`src/rtl/timer_sequencer.sv`:
```
// timer_sequencer
// Control sequencer for the countdown-timer datapath.
//   - Merges debounced button pulses and UART command bytes into single-cycle
//     inc/dec/clear pulses, a run_stop level and an edit-field select.
//   - Runs the STOP/RUN/ALARM state machine, including the expiry alarm blink.
//   - Answers 'S' status requests with one byte over a tx_empty/tx_start
//     handshake ('T' = STOP, 'R' = RUN, 'A' = ALARM).
//
// Ports:
//   clk, rst                  : clock, synchronous active-high reset
//   btn_L/btn_R/btn_U/btn_D   : 1-cycle button pulses (clear/run-stop/inc/dec)
//   rx_valid, rx_data[7:0]    : UART command byte strobe and data
//   time_zero                 : datapath reports all-zero time
//   tx_empty                  : UART TX ready for a byte
//   inc, dec, clear           : 1-cycle datapath command pulses
//   run_stop                  : datapath counts while high
//   field_sel[1:0]            : edit target (00 sec, 01 min, 10 hour)
//   alarm_led                 : blinking expiry indicator
//   tx_start, tx_data[7:0]    : status byte send strobe and held byte
module timer_sequencer #(
  parameter int unsigned BLINK_CYC     = 50_000_000,
  parameter int unsigned ALARM_TOGGLES = 20
) (
  input  logic       clk,
  input  logic       rst,
  input  logic       btn_L,
  input  logic       btn_R,
  input  logic       btn_U,
  input  logic       btn_D,
  input  logic       rx_valid,
  input  logic [7:0] rx_data,
  input  logic       time_zero,
  input  logic       tx_empty,
  output logic       inc,
  output logic       dec,
  output logic       clear,
  output logic       run_stop,
  output logic [1:0] field_sel,
  output logic       alarm_led,
  output logic       tx_start,
  output logic [7:0] tx_data
);

  localparam int BW = (BLINK_CYC > 1) ? $clog2(BLINK_CYC) : 1;
  localparam int TW = (ALARM_TOGGLES > 1) ? $clog2(ALARM_TOGGLES) : 1;
  localparam logic [BW-1:0] BLINK_LAST  = BW'(BLINK_CYC - 1);
  localparam logic [TW-1:0] TOGGLE_LAST = TW'(ALARM_TOGGLES - 1);

  typedef enum logic [1:0] {
    STOP  = 2'd0,
    RUN   = 2'd1,
    ALARM = 2'd2
  } state_t;

  state_t          state_reg, state_next;
  logic            inc_reg, inc_next;
  logic            dec_reg, dec_next;
  logic            clear_reg, clear_next;
  logic            run_stop_reg, run_stop_next;
  logic [1:0]      field_reg, field_next;
  logic            led_reg, led_next;
  logic [BW-1:0]   blink_reg, blink_next;
  logic [TW-1:0]   tog_reg, tog_next;
  logic            tx_pend_reg, tx_pend_next;
  logic            tx_start_reg, tx_start_next;
  logic [7:0]      tx_data_reg, tx_data_next;

  // Command merge: a button and its matching UART byte form one event.
  logic uart_c, uart_r, uart_u, uart_d, uart_f, uart_s;
  logic cmd_clear, cmd_rs, cmd_inc, cmd_dec, cmd_field, any_cmd;
  logic send;

  assign uart_c = rx_valid && (rx_data == 8'h43);
  assign uart_r = rx_valid && (rx_data == 8'h52);
  assign uart_u = rx_valid && (rx_data == 8'h55);
  assign uart_d = rx_valid && (rx_data == 8'h44);
  assign uart_f = rx_valid && (rx_data == 8'h46);
  assign uart_s = rx_valid && (rx_data == 8'h53);

  assign cmd_clear = btn_L | uart_c;
  assign cmd_rs    = btn_R | uart_r;
  assign cmd_inc   = btn_U | uart_u;
  assign cmd_dec   = btn_D | uart_d;
  assign cmd_field = uart_f;
  assign any_cmd   = cmd_clear | cmd_rs | cmd_inc | cmd_dec | cmd_field;

  // Main state machine and datapath command outputs.
  always_comb begin
    state_next = state_reg;
    inc_next   = 1'b0;
    dec_next   = 1'b0;
    clear_next = 1'b0;
    field_next = field_reg;
    led_next   = 1'b0;
    blink_next = blink_reg;
    tog_next   = tog_reg;

    unique case (state_reg)
      STOP: begin
        // Priority chain: a run/stop refused because time is zero still
        // consumes the cycle, so lower-priority commands do not act.
        if (cmd_clear) begin
          clear_next = 1'b1;
        end else if (cmd_rs) begin
          if (!time_zero) state_next = RUN;
        end else if (cmd_inc) begin
          inc_next = 1'b1;
        end else if (cmd_dec) begin
          dec_next = 1'b1;
        end else if (cmd_field) begin
          field_next = (field_reg == 2'b10) ? 2'b00 : field_reg + 2'b01;
        end
      end

      RUN: begin
        if (cmd_clear) begin
          clear_next = 1'b1;
          state_next = STOP;
        end else if (cmd_rs) begin
          state_next = STOP;
        end else if (time_zero) begin
          state_next = ALARM;
          led_next   = 1'b1;
          blink_next = '0;
          tog_next   = '0;
        end
      end

      ALARM: begin
        led_next = led_reg;
        if (any_cmd) begin
          // Acknowledge only: the command itself is swallowed.
          state_next = STOP;
          led_next   = 1'b0;
        end else if (blink_reg == BLINK_LAST) begin
          blink_next = '0;
          if (tog_reg == TOGGLE_LAST) begin
            state_next = STOP;
            led_next   = 1'b0;
          end else begin
            tog_next = tog_reg + 1'b1;
            led_next = ~led_reg;
          end
        end else begin
          blink_next = blink_reg + 1'b1;
        end
      end

      default: begin
        state_next = STOP;
      end
    endcase

    run_stop_next = (state_next == RUN);
  end

  // Status reply: a request arriving on the sending edge stays pending for
  // the next send; one arriving while already pending is absorbed.
  always_comb begin
    send          = tx_pend_reg && tx_empty;
    tx_start_next = send;
    tx_pend_next  = uart_s | (tx_pend_reg & ~send);
    tx_data_next  = tx_data_reg;
    if (send) begin
      unique case (state_reg)
        RUN:     tx_data_next = 8'h52;
        ALARM:   tx_data_next = 8'h41;
        default: tx_data_next = 8'h54;
      endcase
    end
  end

  always_ff @(posedge clk) begin
    if (rst) begin
      state_reg    <= STOP;
      inc_reg      <= 1'b0;
      dec_reg      <= 1'b0;
      clear_reg    <= 1'b0;
      run_stop_reg <= 1'b0;
      field_reg    <= 2'b01;
      led_reg      <= 1'b0;
      blink_reg    <= '0;
      tog_reg      <= '0;
      tx_pend_reg  <= 1'b0;
      tx_start_reg <= 1'b0;
      tx_data_reg  <= 8'h00;
    end else begin
      state_reg    <= state_next;
      inc_reg      <= inc_next;
      dec_reg      <= dec_next;
      clear_reg    <= clear_next;
      run_stop_reg <= run_stop_next;
      field_reg    <= field_next;
      led_reg      <= led_next;
      blink_reg    <= blink_next;
      tog_reg      <= tog_next;
      tx_pend_reg  <= tx_pend_next;
      tx_start_reg <= tx_start_next;
      tx_data_reg  <= tx_data_next;
    end
  end

  assign inc       = inc_reg;
  assign dec       = dec_reg;
  assign clear     = clear_reg;
  assign run_stop  = run_stop_reg;
  assign field_sel = field_reg;
  assign alarm_led = led_reg;
  assign tx_start  = tx_start_reg;
  assign tx_data   = tx_data_reg;

endmodule
```
`config.mk`:
```
export PLATFORM = sky130hd
export DESIGN_NAME = timer_sequencer
export DESIGN_NICKNAME = d
export VERILOG_FILES = /design/src/rtl/timer_sequencer.sv
export SDC_FILE = /design/constraint.sdc
export NUM_CORES = 1
export LEC_CHECK = 0
export ABC_AREA = 1
export CELL_PAD_IN_SITES_DETAIL_PLACEMENT = 0
export CELL_PAD_IN_SITES_GLOBAL_PLACEMENT = 1
export CORE_MARGIN = 3
export CORE_UTILIZATION = 36
export DETAILED_ROUTE_END_ITERATION = 10
export PLACE_DENSITY_LB_ADDON = 0.15
export SLEW_MARGIN = 25
export SYNTH_ARGS = -nofsm -noshare
export SYNTH_HDL_FRONTEND = slang
export SYNTH_SLANG_ARGS = --single-unit
```
`constraint.sdc`:
```
create_clock -name clk -period 1.6 [get_ports clk]
set_clock_uncertainty 0.05 [all_clocks]
set_input_delay 0.32 -clock clk [delete_from_list [all_inputs] [get_ports clk]]
set_output_delay 0.32 -clock clk [all_outputs]
set_load 0.01 [all_outputs]
```
==> Word level (Yosys, flattened, before mapping) <==
Index checks and enable logic that the tools add are counted.
{ "op_classes": {"add_sub_neg": 3, "mux": 35, "n_eq_ne": 19, "n_reduce_logical": 16, "bitwise": 18} }
{ "ops": {"columns": ["operator", "n"], "rows": [
  ["$mux W26", 5],
  ["$pmux W26 S2", 1],
  ["$eq A8 B7 Y1 const B", 6],
  ["$mux W5", 6],
  ["$add A26 B1 Y26 const B", 1],
  ["$eq A26 B26 Y1 const B", 1],
  ["$mux W2", 10],
  ["$pmux W5 S2", 2],
  ["$ne A2 B2 Y1 const B", 6],
  ["$mux W1", 9],
  ["$or A1 B1 Y1", 9],
  ["$not A1 Y1", 8],
  ["$logic_and A1 B1 Y1", 7],
  ["$reduce_and A7 Y1", 1],
  ["$pmux W2 S3", 1],
  ["$reduce_and A6 Y1", 1],
  ["$add A5 B1 Y5 const B", 1],
  ["$eq A5 B5 Y1 const B", 1],
  ["$reduce_and A5 Y1", 1],
  ["$reduce_or A5 Y1", 1],
  ["$eq A2 B1 Y1 const B", 2],
  ["$eq A2 B2 Y1 const B", 2],
  ["$reduce_or A2 Y1", 2],
  ["$reduce_or A4 Y1", 1],
  ["other kinds (6)", 6]
]} }
{ "word_totals": {"input_bits": 17, "elab_cells": 103, "out_inout_bits": 16, "ff_bits": 50} }

==> Logic depth before layout (Yosys ltp) <==
{ "logic_depth": {"depth_word": 10, "ltp_mapped": 12, "ltp_nobuf": 12} }

==> Worst setup path before layout <==
Ideal clock, no wire load.
{ "synth_path": {"path_type": "register to register", "from": "reg state_reg[0]", "to": "reg blink_reg[20]", "t_required_ps": 1418, "path_stages_with_launch": 9, "setup_ps": 132, "setup_slack_ps": -170, "period_less_slack_ps": 1770, "n_path_buf": 2, "arrival_ps": 1588, "cell_sequence": "dfxtp_1 > inv_1 > ha_1 > inv_1 > clkbuf_1 > clkbuf_1 > nor2_1 > nand2_1 > a21oi_1"} }
{ "synth_between": {"elab_chain_len": 3, "elab_cells_between_ends": 9, "cone_classes": "6 x eq/ne; 1 x mux; 2 x reduce/logical"} }
{ "synth_rtl": {"columns": ["element", "line_no", "text"], "rows": [
  ["from (decl)", "55", "state_t state_reg, state_next;"],
  ["from (signal assigned)", "188", "state_reg <= state_next;"],
  ["$eq A2 B2 Y1 / $eq A2 B1 Y1 (equally long branches)", "98", "unique case (state_reg)"],
  ["$ne A2 B2 Y1 (no source line) / $reduce_bool A2 Y1 (equally long branches)", null, null],
  ["$reduce_and A5 Y1 (no source line)", null, null],
  ["to (signal assigned)", "195", "blink_reg <= blink_next;"],
  ["to (decl)", "62", "logic [BW-1:0] blink_reg, blink_next;"]
]} }
Parallel ways exist; a longest one is shown, timed or not.
A chain may end at the register's enable or synchronous reset.

==> Final worst setup path <==
{ "layout_path": {"from": "reg blink_reg[0]", "to": "reg blink_reg[12]"} }
{ "layout_between": {"elab_chain_len": 4, "elab_cells_between_ends": 5, "cone_classes": "1 x add/sub; 1 x eq/ne; 3 x mux"} }
{ "layout_rtl": {"columns": ["element", "line_no", "text"], "rows": [
  ["$add A26 B1 Y26 / $eq A26 B26 Y1 (equally long branches)", "145, 135", null],
  ["$mux W26 *", "135", "end else if (blink_reg == BLINK_LAST) begin"],
  ["$mux W26 *", "131", "if (any_cmd) begin"],
  ["$pmux W26 S2 *", "98", null]
]} }
Every way passes the cells marked *; elsewhere a longest branch is shown, timed or not. The select of a mux whose other input is x is not followed.

==> impl_results.md <==
* Status: finished, violations left
* Failing checks: negative setup slack
* Clock Latency Late Sink at 0.32 ns
* PD cells at 460 mW/mm^2
* Worst Path Arrival at approximately 1.9 ns
* Starting Density at 37.8%
* Clk pwr share at 34.6%
* Critical Path RT at 1.81 ns
* Final WL at 11000 um
* Crit path capture type: flop
* Largest net degree at the start of global routing at 18
* RePlAce Congestion at 0.914
* First-pass GRT wire length at 17000 um
* CP dominant cell by count: buf_6
* Root Buffer: clkbuf_8
* Yosys Warn Count at 0
* Seq cells post-synth at between 40 and 50
* DPL Wire Length at 7010 um
* DR WL/cell at 14.3 um
* Worst setup path category: reg -> reg
* H-tree depth at 2
* Comb pwr share at ~16%
* Critical-path cell list: ha_4 > nand2_4 > buf_6 > nor2_4 > buf_4 > buf_6 > nand3_2 > xor2_1 > nor3b_2 > nand2_1 > a21oi_2
* Power after layout at 2.40 mW
* Setup violators final at 27
* Antenna Cells at 0
* Pint at 1.68 mW
* Min-delay worst type: in -> reg
* Starting DRT DRC Count at 148
* Post-DR vias/cell at 5.03
* Inst Count DP at 733
* Final Instance Count excl. Fillers at 764
* Final Hold Fails at 0
* Min-delay src: rx_data[4]
* Die ar. at about 0.010 sq mm
* F_max at 0.576 GHz
* Core ar. at about 0.0084 sq mm
* PnR worst setup slack at -0.137 ns
* Sw Ratio at 29.8%
* Vias in the first global route at 3699
* Clk buf depth at 2
* Power share of the sequential group at 49.4%
* Net total in the final layout at 682
* Max Slew Vio Count at 0
* CTS tree: yes
* DR vias at 3841
* Grt total ovfl at 0
* Worst vdd ir at 0.355 mV
* Layout cells sized above 1 at a little over two fifths
* Mean Syn Cell Area at 6.08 sq um
* Final TNS setup at -1.88 ns
* Reg2reg setup slack at -0.14 ns
* Die Ht at 100 um
* Max incr delay on CP at 0.38 ns
* Worst Path Max Fanout at 4
* Clock sinks at 47
* ANT nets after route at 0
* CTS Buf Count at 5
* Crit. Startpoint: blink_reg[0]
* Syn-to-layout area delta at 63.7%
* NetSw at a little over 700 uW
* Die Width at 100 um
* Max FFs per register at 26
* Fillers at 786
* Hold-fix buffers, CTS at 0
* Router iterations before antenna repair at 4
* RSZ-0062 raised after global routing: true
* Sequential area share after synthesis at 29.5%
* Period Utilization, post-route at 109%
* Top delay family on crit path: simple AND/OR/NAND/NOR gates
* Min Tclk post-route at between 1.5 and 2 ns
* GRT Util Overall at 21.0%
* Residual DRC count at 0
* Crit start category: flop
* I/O pins at 33
* Pleak at roughly 2.2 nW
* Worst r2r src: blink_reg[0]
* Max-cap viol count at 0
* Initial antenna violation count at 0
* Clk slew on worst S/H paths at 0.11 ns
* Row Count at 33
* Synthesized cell area at 0.00319 sq mm
* CP max stage cell: dfxtp_4
* Distinct cell type count after synthesis at 34
* Port-buffer cells at 29
* Commonest non-fill, non-tap cell in the layout: nand2_1
* Worst path bufs/invs at 3
* Most frequent cells in the layout: nand2_1, buf_4, nor2_1
* Cells after Synth at about 520
-- stage by stage --
stage                     hold WS, ns  setup WS (ns)  utilization (%)  cell area (sq um)
after CTS                       0.406         -0.130             57.4               4830
final                           0.375         -0.137             61.9               5220
after detailed placement        0.404         -0.582             50.9               4290
after global routing            0.417         -0.225             61.9               5220
after global placement          0.403         -0.528             50.9               4290
after floorplan                 0.389      -0.000470                -               3230
-- repair_timing --
action / in CTS / in global routing
setup buffers: 9 / 8
pin swaps: 30 / 58
resized for setup: 92 / 114
setup endpoints to repair: 40 / 42
cloned: 5 / 1
-- cells by family after synthesis --
logic type / share of synthesized area (%)
AOI/OAI and AO/OA: 9.74
other: 0.118
DFF: 29.5
buffers and inverters: 10.1
adders and majority gates: 2.75
xor gates and xnor gates: 2.20
and+or+nand+nor: 45.5
-- synth_stat cells (all sizes together) --
master,count,area [sq um]
o21ai,12,71.3
o21bai,2,15.0
o211ai,1,7.51
ha,7,87.6
buf,11,86.3
o31ai,2,15.0
inv,57,214
clkbuf,6,22.5
or2,4,25.0
dfxtp,47,941
nand3,43,235
nor3b,4,30.0
xnor2,3,26.3
nand4,13,81.3
nand2,158,608
a21oi,35,179
nor4,1,6.26
conb,1,3.75
nor3,4,20.0
a21o,1,7.51
xor2,5,43.8
nor2,105,444
a211oi,2,15.0
-- path summary, 6_finish.rpt --
check                                     end  cells after the start
worst max-delay path            blink_reg[12]                     11
worst min register to register    tx_pend_reg                      2
worst min-delay path              tx_pend_reg                      5
worst max register to register  blink_reg[12]                     11
-- tightest hold or removal path, stage by stage --
cell and delay (ns):
clkbuf_2 0.11, nand2_2 0.09, nor2_4 0.05, nand4_1 0.08, a21oi_1 0.06
-- layer usage --
layer,share of wire [%],GRT usage (%),vias to the layer above
met4,2.5,6.74,0
met1,42,25.1,1810
met5,0,0,-
li1,-,-,1930
met3,3.6,3.27,25
met2,51,38.3,76
-- cell type report --
cell class | count | area [sq um] | area share (%)
timing repair buffer | 142 | 1370 | 26.3
multi-input combinational | 405 | 2430 | 46.6
clock inverter | 3 | 25.0 | 0.480
sequential | 47 | 970 | 18.6
inverter | 57 | 216 | 4.15
tap | 105 | 131 | 2.52
clock buffer | 5 | 68.8 | 1.32
-- power groups by stage --
stage	clock network (mW)	logic, mW	registers [mW]
2_1_floorplan	0	0.138	1.22
3_3_place_gp	0	0.289	1.22
3_5_place_dp	0	0.292	1.22
4_1_cts	0.850	0.353	1.19
5_1_grt	0.881	0.414	1.19
6_report	0.830	0.383	1.19
No activity file was read; power rests on OpenSTA's default activity.
